**src/rtl/mem_arbiter.sv**
```systemverilog
// mem_arbiter: shares one memory port between instruction fetch and data access.
// Define ARB_STARVE_GUARD_EN to build the fetch starvation guard (streak counter).
module mem_arbiter #(
    parameter int unsigned AW         = 32,
    parameter int unsigned DW         = 32,
    parameter int unsigned STREAK_MAX = 4
) (
    input  logic          clk,
    input  logic          rst,
    input  logic          i_req,
    input  logic [AW-1:0] i_addr,
    output logic          i_ack,
    output logic [DW-1:0] i_rdata,
    input  logic          d_req,
    input  logic          d_we,
    input  logic [AW-1:0] d_addr,
    input  logic [DW-1:0] d_wdata,
    input  logic [2:0]    d_dmtype,
    output logic          d_ack,
    output logic [DW-1:0] d_rdata,
    output logic          mem_req,
    output logic          mem_we,
    output logic [AW-1:0] mem_addr,
    output logic [DW-1:0] mem_wdata,
    output logic [2:0]    mem_dmtype,
    input  logic          mem_ready,
    input  logic [DW-1:0] mem_rdata,
    output logic          stall_if,
    output logic          stall_mem
);

    typedef enum logic [1:0] {
        S_IDLE,
        S_BUSY,
        S_DONE
    } state_e;

    typedef enum logic {
        OWN_I,
        OWN_D
    } owner_e;

    state_e        state_q;
    owner_e        owner_q;
    logic          mem_req_q;
    logic          mem_we_q;
    logic [AW-1:0] mem_addr_q;
    logic [DW-1:0] mem_wdata_q;
    logic [2:0]    mem_dmtype_q;
    logic          i_ack_q;
    logic          d_ack_q;
    logic [DW-1:0] i_rdata_q;
    logic [DW-1:0] d_rdata_q;
    logic          data_wins;

    if (STREAK_MAX < 1) begin : g_bad_streak_max
        $error("mem_arbiter: STREAK_MAX must be at least 1");
    end

`ifdef ARB_STARVE_GUARD_EN
    localparam int unsigned SW = $clog2(STREAK_MAX + 1);

    logic [SW-1:0] streak_q;

    // Fetch takes the port once data has won STREAK_MAX times in a row over it.
    always_comb begin
        data_wins = d_req && !(i_req && (streak_q == SW'(STREAK_MAX)));
    end

    always_ff @(posedge clk or posedge rst) begin
        if (rst) begin
            streak_q <= '0;
        end else if ((state_q == S_IDLE) && (i_req || d_req)) begin
            if (!data_wins || !i_req) begin
                streak_q <= '0;
            end else if (streak_q != SW'(STREAK_MAX)) begin
                streak_q <= streak_q + SW'(1);
            end
        end
    end
`else
    assign data_wins = d_req;
`endif

    always_ff @(posedge clk or posedge rst) begin
        if (rst) begin
            state_q      <= S_IDLE;
            owner_q      <= OWN_I;
            mem_req_q    <= 1'b0;
            mem_we_q     <= 1'b0;
            mem_addr_q   <= '0;
            mem_wdata_q  <= '0;
            mem_dmtype_q <= 3'b000;
            i_ack_q      <= 1'b0;
            d_ack_q      <= 1'b0;
            i_rdata_q    <= '0;
            d_rdata_q    <= '0;
        end else begin
            // NOTE: acks default low every cycle so a completion can only ever pulse once.
            i_ack_q <= 1'b0;
            d_ack_q <= 1'b0;
            case (state_q)
                S_IDLE: begin
                    if (i_req || d_req) begin
                        state_q   <= S_BUSY;
                        mem_req_q <= 1'b1;
                        if (data_wins) begin
                            owner_q      <= OWN_D;
                            mem_we_q     <= d_we;
                            mem_addr_q   <= d_addr;
                            mem_wdata_q  <= d_wdata;
                            mem_dmtype_q <= d_dmtype;
                        end else begin
                            owner_q      <= OWN_I;
                            mem_we_q     <= 1'b0;
                            mem_addr_q   <= i_addr;
                            mem_wdata_q  <= '0;
                            mem_dmtype_q <= 3'b000;
                        end
                    end
                end
                S_BUSY: begin
                    if (mem_ready) begin
                        state_q   <= S_DONE;
                        mem_req_q <= 1'b0;
                        if (owner_q == OWN_I) begin
                            i_ack_q   <= 1'b1;
                            i_rdata_q <= mem_rdata;
                        end else begin
                            d_ack_q <= 1'b1;
                            if (!mem_we_q) begin
                                d_rdata_q <= mem_rdata;
                            end
                        end
                    end
                end
                S_DONE: begin
                    // No grant here, so a request still high during its own ack is not re-served.
                    state_q <= S_IDLE;
                end
                default: begin
                    state_q <= S_IDLE;
                end
            endcase
        end
    end

    assign mem_req    = mem_req_q;
    assign mem_we     = mem_we_q;
    assign mem_addr   = mem_addr_q;
    assign mem_wdata  = mem_wdata_q;
    assign mem_dmtype = mem_dmtype_q;
    assign i_ack      = i_ack_q;
    assign d_ack      = d_ack_q;
    assign i_rdata    = i_rdata_q;
    assign d_rdata    = d_rdata_q;
    assign stall_if   = i_req & ~i_ack_q;
    assign stall_mem  = d_req & ~d_ack_q;

endmodule

```
**config.mk**
```make
export PLATFORM = sky130hd
export DESIGN_NAME = mem_arbiter
export DESIGN_NICKNAME = d
export VERILOG_FILES = /design/src/rtl/mem_arbiter.sv
export SDC_FILE = /design/constraint.sdc
export NUM_CORES = 1
export LEC_CHECK = 0
export CELL_PAD_IN_SITES_DETAIL_PLACEMENT = 0
export CELL_PAD_IN_SITES_GLOBAL_PLACEMENT = 1
export CORE_ASPECT_RATIO = 1.1
export CORE_MARGIN = 1
export CORE_UTILIZATION = 28
export DETAILED_ROUTE_END_ITERATION = 6
export GPL_TIMING_DRIVEN = 1
export PLACE_DENSITY = 0.74
export RECOVER_POWER = 25
export SYNTH_ARGS = -nofsm -noshare
export SYNTH_HDL_FRONTEND = slang
export SYNTH_SLANG_ARGS = --single-unit
```
**constraint.sdc**
```tcl
create_clock -name clk -period 4.9 [get_ports clk]
set_clock_uncertainty 0.05 [all_clocks]
set_input_delay 1.47 -clock clk [delete_from_list [all_inputs] [get_ports clk]]
set_output_delay 1.47 -clock clk [all_outputs]
set_load 0.02 [all_outputs]
```
==> metrics.txt, run 1 <==
initial antenna violation count 1; final estimated routing congestion in global placement around 0.77; Post-Syn Instances 341; via/cell ratio roughly 4.5; Final nets 757; routed vias 3,919; slew margin rel. -62.9%; non-filler cells, final 879; signal arrival time at the worst endpoint 2.90 ns; P_leak 3.77 nW; top post-synthesis cells by area dfrtp_1 (63%), mux2_2 (26%), a22o_1 (5.8%), buf_6 (1.0%), buf_2 (0.91%); Max Cap Viol 4; post-DP HPWL ~11 mm; first-pass GRT wire length 22.9 mm; setup TNS 0 ns; fin. max-slew vios 232; drt first pass iters 5; Synth Cell Area approximately 5500 um2; Clock Root Buffer clkbuf_16; die extent in y 149 um; H-tree levels 4; 1st-iter DRT viols approximately 110; number of I/O port buffers 273; Resize count post-CTS 0; Core Footprint 19,100 um2; hold_buf cts 0; Chip Width 135 um; clock-pin slew on the worst setup and hold paths 0.05 ns; final setup fails 0; share of post-route cells with drive strength above 1 26.6%; TritonCTS Sinks 138; crit-path max cell delay 0.65 ns; Final Hold Vio Count 0; WS Path Type in -> out; sequential cell area fraction in the yosys report 63.1%; crit path launch i_req; syn_nets approximately 480; Tmin final ~4.4 ns; failing checks max-capacitance violations, max-slew violations; Tcrit/Tclk final 90.2%; initial core utilization 28.7%; Post-Route WL about 15 mm; Post-DRT Antenna Nets 0; Yosys top cell area share between 60% and 70%; Syn-to-layout area delta 65.9%; Yosys reg bits 138; Worst-Skew Late Latency 0.40 ns; Hold Crit Start mem_req; unrepaired setup endpoints after global routing no; Req. time, crit path 3.38 ns; status finished with violations; CTS Buf Count 17; IO Pins 274; crit-path max FO 3; CTS tree built; Antenna diodes 0; drt wl/cell approximately 17 um; pwr dens 709 nW/um2; GRT Util Overall 14.8%; R2R Path Start state_q[1]; largest net degree at the start of global routing 93; CP max stage cell dlygate4sd3_1; die area 20,100 um2; Residual DRC 0; Core Rows 53; Tightest Pin Transition roughly 2.4 ns; largest area contributor in the netlist dfrtp_1; grt ovf 0; maximum vdd drop 0.296 mV; Unique masters post-synth 21; CTS Buffer Depth 2; Yosys warnings 0; Worst setup EP type primary output; Post-Place Cells 848; fmax 226 MHz; vias in the first global route 4,267; Syn Area/Cell 16.1 um2; postcts setup bufs 0; crit-path cells dlygate4sd3_1 > nor2b_1 > clkdlybuf4s50_1; HP Class reg -> reg; Worst setup SP type input port
==> power breakdown <==
group	leakage [nW]	internal, mW	switching [mW]
sequential	1.67	1.71	0.305
combinational	1.78	1.59	1.38
clock	0.326	0.960	0.489
total	3.77	4.26	2.17
==> layout by cell type, fill, tap and decap left out, types with 2 or more instances in the layout <==
cell type | netlist | final
inv_6 | 0 | 4
dfrtp_1 | 138 | 138
clkbuf_1 | 2 | 2
clkbuf_16 | 0 | 17
a22o_1 | 36 | 36
clkinv_4 | 0 | 2
nor2b_1 | 2 | 2
buf_4 | 4 | 5
nor2_1 | 2 | 3
mux2_1 | 2 | 2
clkbuf_2 | 0 | 2
clkdlybuf4s50_1 | 0 | 269
nand2_1 | 2 | 2
mux2_2 | 126 | 126
bufinv_16 | 0 | 6
dlygate4sd3_1 | 0 | 3
inv_1 | 3 | 2
==> Yosys cell counts <==
cell type  count
a21oi_1        1
a22o_1        36
and2_1         1
buf_2         10
buf_4          4
buf_6          5
clkbuf_1       2
dfrtp_1      138
inv_1          3
mux2_1         2
mux2_2       126
nand2_1        2
nand3b_4       1
nor2_1         2
nor2_2         1
nor2b_1        2
nor3_4         1
o21ai_0        1
o21ai_2        1
or2_2          1
or2b_1         1
==> worst max-delay path: cells and delay by family <==
kind,cells,cell delay [ns]
buffers and inverters,2,1.26
AND/OR/NAND/NOR,1,0.17
==> logic make-up (layout without fill, tap and decap cells) <==
| family | after synthesis | in the layout | synth area share [%] |
|---|---|---|---|
| DFF | 138 | 138 | 63.1 |
| muxes | 128 | 128 | 26.3 |
| AOI/OAI and AO/OA | 39 | 39 | 6.10 |
| buffers and inverters | 24 | 315 | 2.83 |
| and+or+nand+nor | 12 | 12 | 1.65 |
==> stage by stage <==
stage | hold slack (ns) | instance area, um2 | setup slack [ns] | total power [mW] | utilization [%]
2_1_floorplan | 0.474 | 5480 | 1.18 | 3.56 | -
3_3_place_gp | 0.419 | 8440 | 0.551 | 4.99 | 44.2
3_5_place_dp | 0.418 | 8440 | 0.569 | 5.04 | 44.2
4_1_cts | 0.431 | 9110 | 0.551 | 6.55 | 47.7
5_1_grt | 0.453 | 9080 | 0.356 | 6.80 | 47.5
6_report | 0.424 | 9080 | 0.482 | 6.44 | 47.5
==> area by class of cell <==
class                           instances  area (um2)
Timing Repair Buffer                  281        2780
Clock inverter                         13         238
Clock buffer                           18         429
Fill cell                            1699       10000
Multi-Input combinational cell        179        1860
Sequential cell                       138        3450
Tap cell                              247         309
Inverter                                3        15.0
==> routing by layer <==
metal  share of wire [%]  up-vias  global-route usage [%]
li1                    -     1789                       -
met1                  40     1928                    17.1
met2                  48      185                    24.9
met3                  10       17                    5.73
met4                 1.5        0                    5.00
met5                   0        -                       0
==> sequential cells by signal, summed over array words and instances (netlist names), 2 cells and up <==
| register | flops |
|---|---|
| state_q | 2 |
| mem_dmtype | 3 |
| mem_addr | 32 |
| mem_wdata | 32 |
| d_rdata | 32 |
| i_rdata | 32 |
==> path summary, 6_finish.rpt <==
kind	slack [ns]	end	cells past startpoint
max	0.48	stall_if	3
min	0.42	mem_req	2
max reg2reg	1.82	i_rdata[14]	4
min reg2reg	0.42	mem_req	2
max in group asynchronous	0.97	mem_wdata[23]	3
min in group asynchronous	2.32	d_rdata[19]	3
No activity file was read; power rests on OpenSTA's default activity.
==> run 2: changes to the inputs <==
Settings changed: CORE_UTILIZATION 28 to 31, PLACE_DENSITY 0.74 to 0.78, RECOVER_POWER 25 to unset.
Clock period 4.9 ns to 4.1 ns, I/O delays scaled along.
==> run 2 against run 1 <==
Against the previous run:
- largest power group unchanged
- register-to-register slack gained 0.46 ns
- critical path depth is the same
- sequential power grew 19%
- non-clock buffer count grew 1
- the flow now finishes without violations
- critical path type unchanged
- die area shrank 9.5%
==> metrics.txt, run 2 (synthesized netlist as in run 1, its figures left out) <==
HP Class reg -> reg; Int Power a little under 5 mW; Hold Crit Start d_rdata[21]; clock-pin slew on the worst setup and hold paths 0.06 ns; Clk pwr share 21.1%; pwr dens 835 nW/um2; Resize count post-CTS 0; status finished clean; Tightest Pin Transition roughly 0.76 ns; crit-path cells clkdlybuf4s50_1 > nor2b_1 > clkdlybuf4s50_1; first-pass GRT wire length around 23 mm; final estimated routing congestion in global placement around 0.75; grt met3 use 7.32%; crit-path max cell delay just over 0.6 ns; Worst setup EP type primary output; Buf/Inv on CP 2; slew margin rel. 49.2%; post-DP HPWL 10.8 mm; Core Rows 50; fmax ~260 MHz; Worst R2R End mem_wdata[2]; GRT busiest layer met2; most frequent cells in the layout clkdlybuf4s50_1 (272), dfrtp_1 (138), mux2_2 (126); fillers 1,472; CP max stage cell clkdlybuf4s50_1; 1st-iter DRT viols 110; routed vias 3,930; Worst-Skew Late Latency 0.41 ns; commonest non-fill, non-tap cell in the layout clkdlybuf4s50_1; flop2flop setup slack 2.28 ns; Reg2Reg Depth 5; Comb power frac 47.0%; H-tree levels 4; initial core utilization 31.9%; hold_ws around 0.43 ns; largest net degree at the start of global routing 78; maximum vdd drop just under 0.4 mV; CTS tree built; signal arrival time at the worst endpoint 2.50 ns; Post-Route WL approximately 15 mm; most frequent CP cell clkdlybuf4s50_1; Chip Width 129 um; share of post-route cells with drive strength above 1 27.4%; Syn-to-layout area delta 65.7%; Tcrit/Tclk final ~90%; IO Pins 274; fin util 52.9%; postcts setup bufs 0; P_leak 3.78 nW; Max Cap Viol 0; Post-Place Cells 836; Residual DRC 0; WS Path Type in -> out; total power 7.57 mW; CTS Buffer Depth 2; Core Footprint 17,100 um2; worst hold endpoint d_rdata[21]; Top delay family on crit path buffers and inverters; Req. time, crit path 2.82 ns; vias in the first global route ~4.4k; Tmin final around 3.8 ns; CTS Buf Count 17; Final Hold Vio Count 0; number of I/O port buffers 273; hold_buf cts 0; sequential share of power between 30% and 40%; Worst setup SP type input port; unrepaired setup endpoints after global routing no; TritonCTS Sinks ~140; met2 GRT Util 29.4%; drt wl/cell 17.1 um; crit-path max FO 2; hold depth 1; via/cell ratio 4.53; Antenna diodes 0; M1 GR Usage between 15 and 20%; R2R Path Start state_q[0]; final setup fails 0; GRT Util Overall approximately 17%; switch share 34.8%; grt ovf 0; P_sw 2.63 mW; initial antenna violation count 0; drt first pass iters 4; die area 18,200 um2; Final nets 758; non-filler cells, final 868; setup TNS 0 ns; die extent in y 141 um; fin. max-slew vios 0; Clock Root Buffer clkbuf_16; Post-DRT Antenna Nets 0
## run 2: stage by stage
stage          setup WS (ns)  cell area (um2)
5_1_grt                0.256             9070
2_1_floorplan          0.860             5480
3_3_place_gp           0.340             8450
3_5_place_dp           0.321             8450
6_report               0.320             9070
4_1_cts                0.303             9070
## run 2: power by group through the flow
stage | clock [mW] | sequential, mW | combinational [mW]
finish | 1.60 | 2.41 | 3.56
global route | 1.71 | 2.51 | 3.76
CTS | 1.65 | 2.42 | 3.61
detailed placement | 0 | 2.44 | 3.60
global placement | 0 | 2.39 | 3.55
floorplan | 0 | 3.23 | 1.03
## run 2: worst register-to-register path: stages, from the launching register on
cell     delay [ns]
dfrtp_1        0.43
nor2_1         0.27
o21ai_4        0.08
buf_4          0.27
buf_4          0.33
a22o_1         0.29
## run 2: metal layers
metal,routed length [um],vias up
met5,0,-
met4,259,0
met3,1440,17
met2,7550,183
met1,5590,1932
li1,-,1798
## run 2: how the worst max path moves through the flow
stage           from         to  depth (start not counted)
2_1_floorplan  d_req  stall_mem                          3
3_3_place_gp   i_req   stall_if                          3
3_5_place_dp   i_req   stall_if                          3
4_1_cts        i_req   stall_if                          3
5_1_grt        i_req   stall_if                          3
6_report       i_req   stall_if                          3
## run 2: final cells by class
type	count	area (um2)	share of cell area [%]
well taps	234	293	3.23
repair buffers	282	2810	31.0
clock inverters	14	184	2.03
multi-input cells	179	1880	20.7
flip-flops and latches	138	3450	38.1
inverters	3	15.0	0.166
clock buffers	18	439	4.84
==> run 3: changes to the inputs <==
Settings changed: ABC_AREA set to 1, CORE_UTILIZATION 31 to 28, PLACE_DENSITY 0.78 to 0.77.
==> run 3 against run 2 <==
Against the previous run:
- global-route usage increased by 0.87 points
- worst hold slack worse by 0.016 ns
- largest cell class unchanged
- register-to-register slack got worse by 0.25 ns
- cell count rose by 42%
- total power is 6.0% lower
- sequential cell count did not move
- highest routed layer unchanged
==> metrics.txt, run 3 <==
R2R Path Start state_q[0]; Chip Width 138 um; fmax 263 MHz; most frequent cells in the layout nand2_1 (466), clkdlybuf4s50_1 (272), dfrtp_1 (138); CTS tree built; Synth Cell Area 5680 um2; vias in the first global route about 5.1k; grt ovf 0; count leader, synth nand2_1; Clock Root Buffer clkbuf_16; sequential cell area fraction in the yosys report 60.8%; Worst R2R End mem_addr[6]; H-tree levels 4; 1st-iter DRT viols 214; Resize count post-CTS 0; Reg2Reg Depth 5; hold depth 2; initial core utilization 28.6%; GRT Util Overall 17.4%; flop2flop setup slack 2.03 ns; Main synth FF type dfrtp_1; via/cell ratio 4.29; syn_nets between 800 and 900; Tightest Pin Transition ~0.82 ns; largest net degree at the start of global routing 83; number of I/O port buffers 273; final estimated routing congestion in global placement 0.734; P_leak 4.61 nW; fin. max-slew vios 0; largest area contributor in the netlist dfrtp_1; pwr dens 771 nW/um2; share of post-route cells with drive strength above 1 4.81%; worst hold endpoint mem_wdata[16]; postcts setup bufs 0; Unique masters post-synth 11; clock-pin slew on the worst setup and hold paths around 0.060 ns; Syn Area/Cell 8.12 um2; Final nets 1,101; post-DP HPWL 12.0 mm; final setup fails 0; drt wl/cell 14.5 um; Residual DRC 0; Req. time, crit path 2.82 ns; Tcrit/Tclk final 92.8%; Worst setup EP type primary output; WS Path Type in -> out; die extent in y between 150 and 200 um; Worst setup SP type input port; Final Hold Vio Count 0; hold_buf cts 0; Yosys top cell area share around 60%; IO Pins 274; slew margin rel. 45.3%; non-filler cells, final 1,229; die area 20,800 um2; Post-Syn Instances between 600 and 700; Yosys reg bits 138; Post-Route WL 17.9 mm; CTS Buffer Depth 2; Max Cap Viol 0; fin util 46.5%; most frequent cells after synthesis nand2_1 (466), dfrtp_1 (138), nand3_1 (38), buf_2 (14), buf_4 (12); HP Class reg -> reg; commonest non-fill, non-tap cell in the layout nand2_1; Syn-to-layout area delta 62.6%; initial antenna violation count 0; Worst-Skew Late Latency 0.40 ns; top post-synthesis cells by area dfrtp_1 (61%), nand2_1 (31%), nand3_1 (3.4%), buf_4 (1.6%), buf_2 (1.2%); Core Rows 54; hold_ws 0.418 ns; crit-path max FO 3; unrepaired setup endpoints after global routing no; TritonCTS Sinks 138; first-pass GRT wire length 27.4 mm; drt first pass iters 4; maximum vdd drop 0.337 mV; Tmin final roughly 3.8 ns; Yosys warnings 0; routed vias 5,270; CTS Buf Count 17; Post-DRT Antenna Nets 0; Antenna diodes 0; Post-Place Cells 1,197; Hold Crit Start mem_wdata[16]; status finished clean; signal arrival time at the worst endpoint 2.52 ns; setup TNS 0 ns; fraction of registers with async set/reset 100%; Core Footprint between 15,000 and 20,000 um2; number of enable flip-flop cells after synthesis 0
## run 3: worst max path at each step
| stage | start | endpoint | slack [ns] |
|---|---|---|---|
| floorplan | d_req | stall_mem | 0.93 |
| global placement | i_req | stall_if | 0.28 |
| detailed placement | i_req | stall_if | 0.27 |
| CTS | i_req | stall_if | 0.28 |
| global route | i_req | stall_if | 0.21 |
| finish | i_req | stall_if | 0.30 |
## run 3: layout make-up
type	count	area (um2)
Clock buffer	19	443
Clock inverter	13	155
Fill cell	1971	10600
Inverter	9	37.5
Multi-Input combinational cell	515	2000
Sequential cell	138	3450
Tap cell	252	315
Timing Repair Buffer	283	2830
## run 3: metal layers
| metal | share of wire, % | global-route usage [%] | vias up |
|---|---|---|---|
| met4 | 1.4 | 5.22 | 0 |
| li1 | - | - | 2650 |
| met5 | 0 | 0 | - |
| met2 | 49 | 29.1 | 163 |
| met3 | 6.6 | 5.02 | 14 |
| met1 | 43 | 21.7 | 2443 |
## run 3: metrics by stage
stage / setup slack, ns / cell area, um2 / power (mW)
4_1_cts: 0.278 / 9230 / 7.22
5_1_grt: 0.206 / 9230 / 7.59
3_3_place_gp: 0.281 / 8630 / 5.59
2_1_floorplan: 0.934 / 5680 / 3.95
3_5_place_dp: 0.274 / 8630 / 5.62
6_report: 0.297 / 9230 / 7.12
## run 3: worst max-delay path: stages
cell	delay, ns
clkdlybuf4s50_1	0.55
inv_1	0.06
nor2_1	0.08
clkdlybuf4s50_1	0.61
## run 3: report_power, final
part / internal (mW) / switching [mW] / total, mW / leakage [nW]
combinational: 1.45 / 1.82 / 3.27 / 2.59
sequential: 1.97 / 0.329 / 2.30 / 1.73
clock: 0.928 / 0.623 / 1.55 / 0.284
## run 3: logic make-up after synthesis
| family | synth area share, % |
|---|---|
| and+or+nand+nor | 34.7 |
| AOI/OAI and AO/OA | 0.331 |
| DFF | 60.8 |
| buffers and inverters | 4.14 |
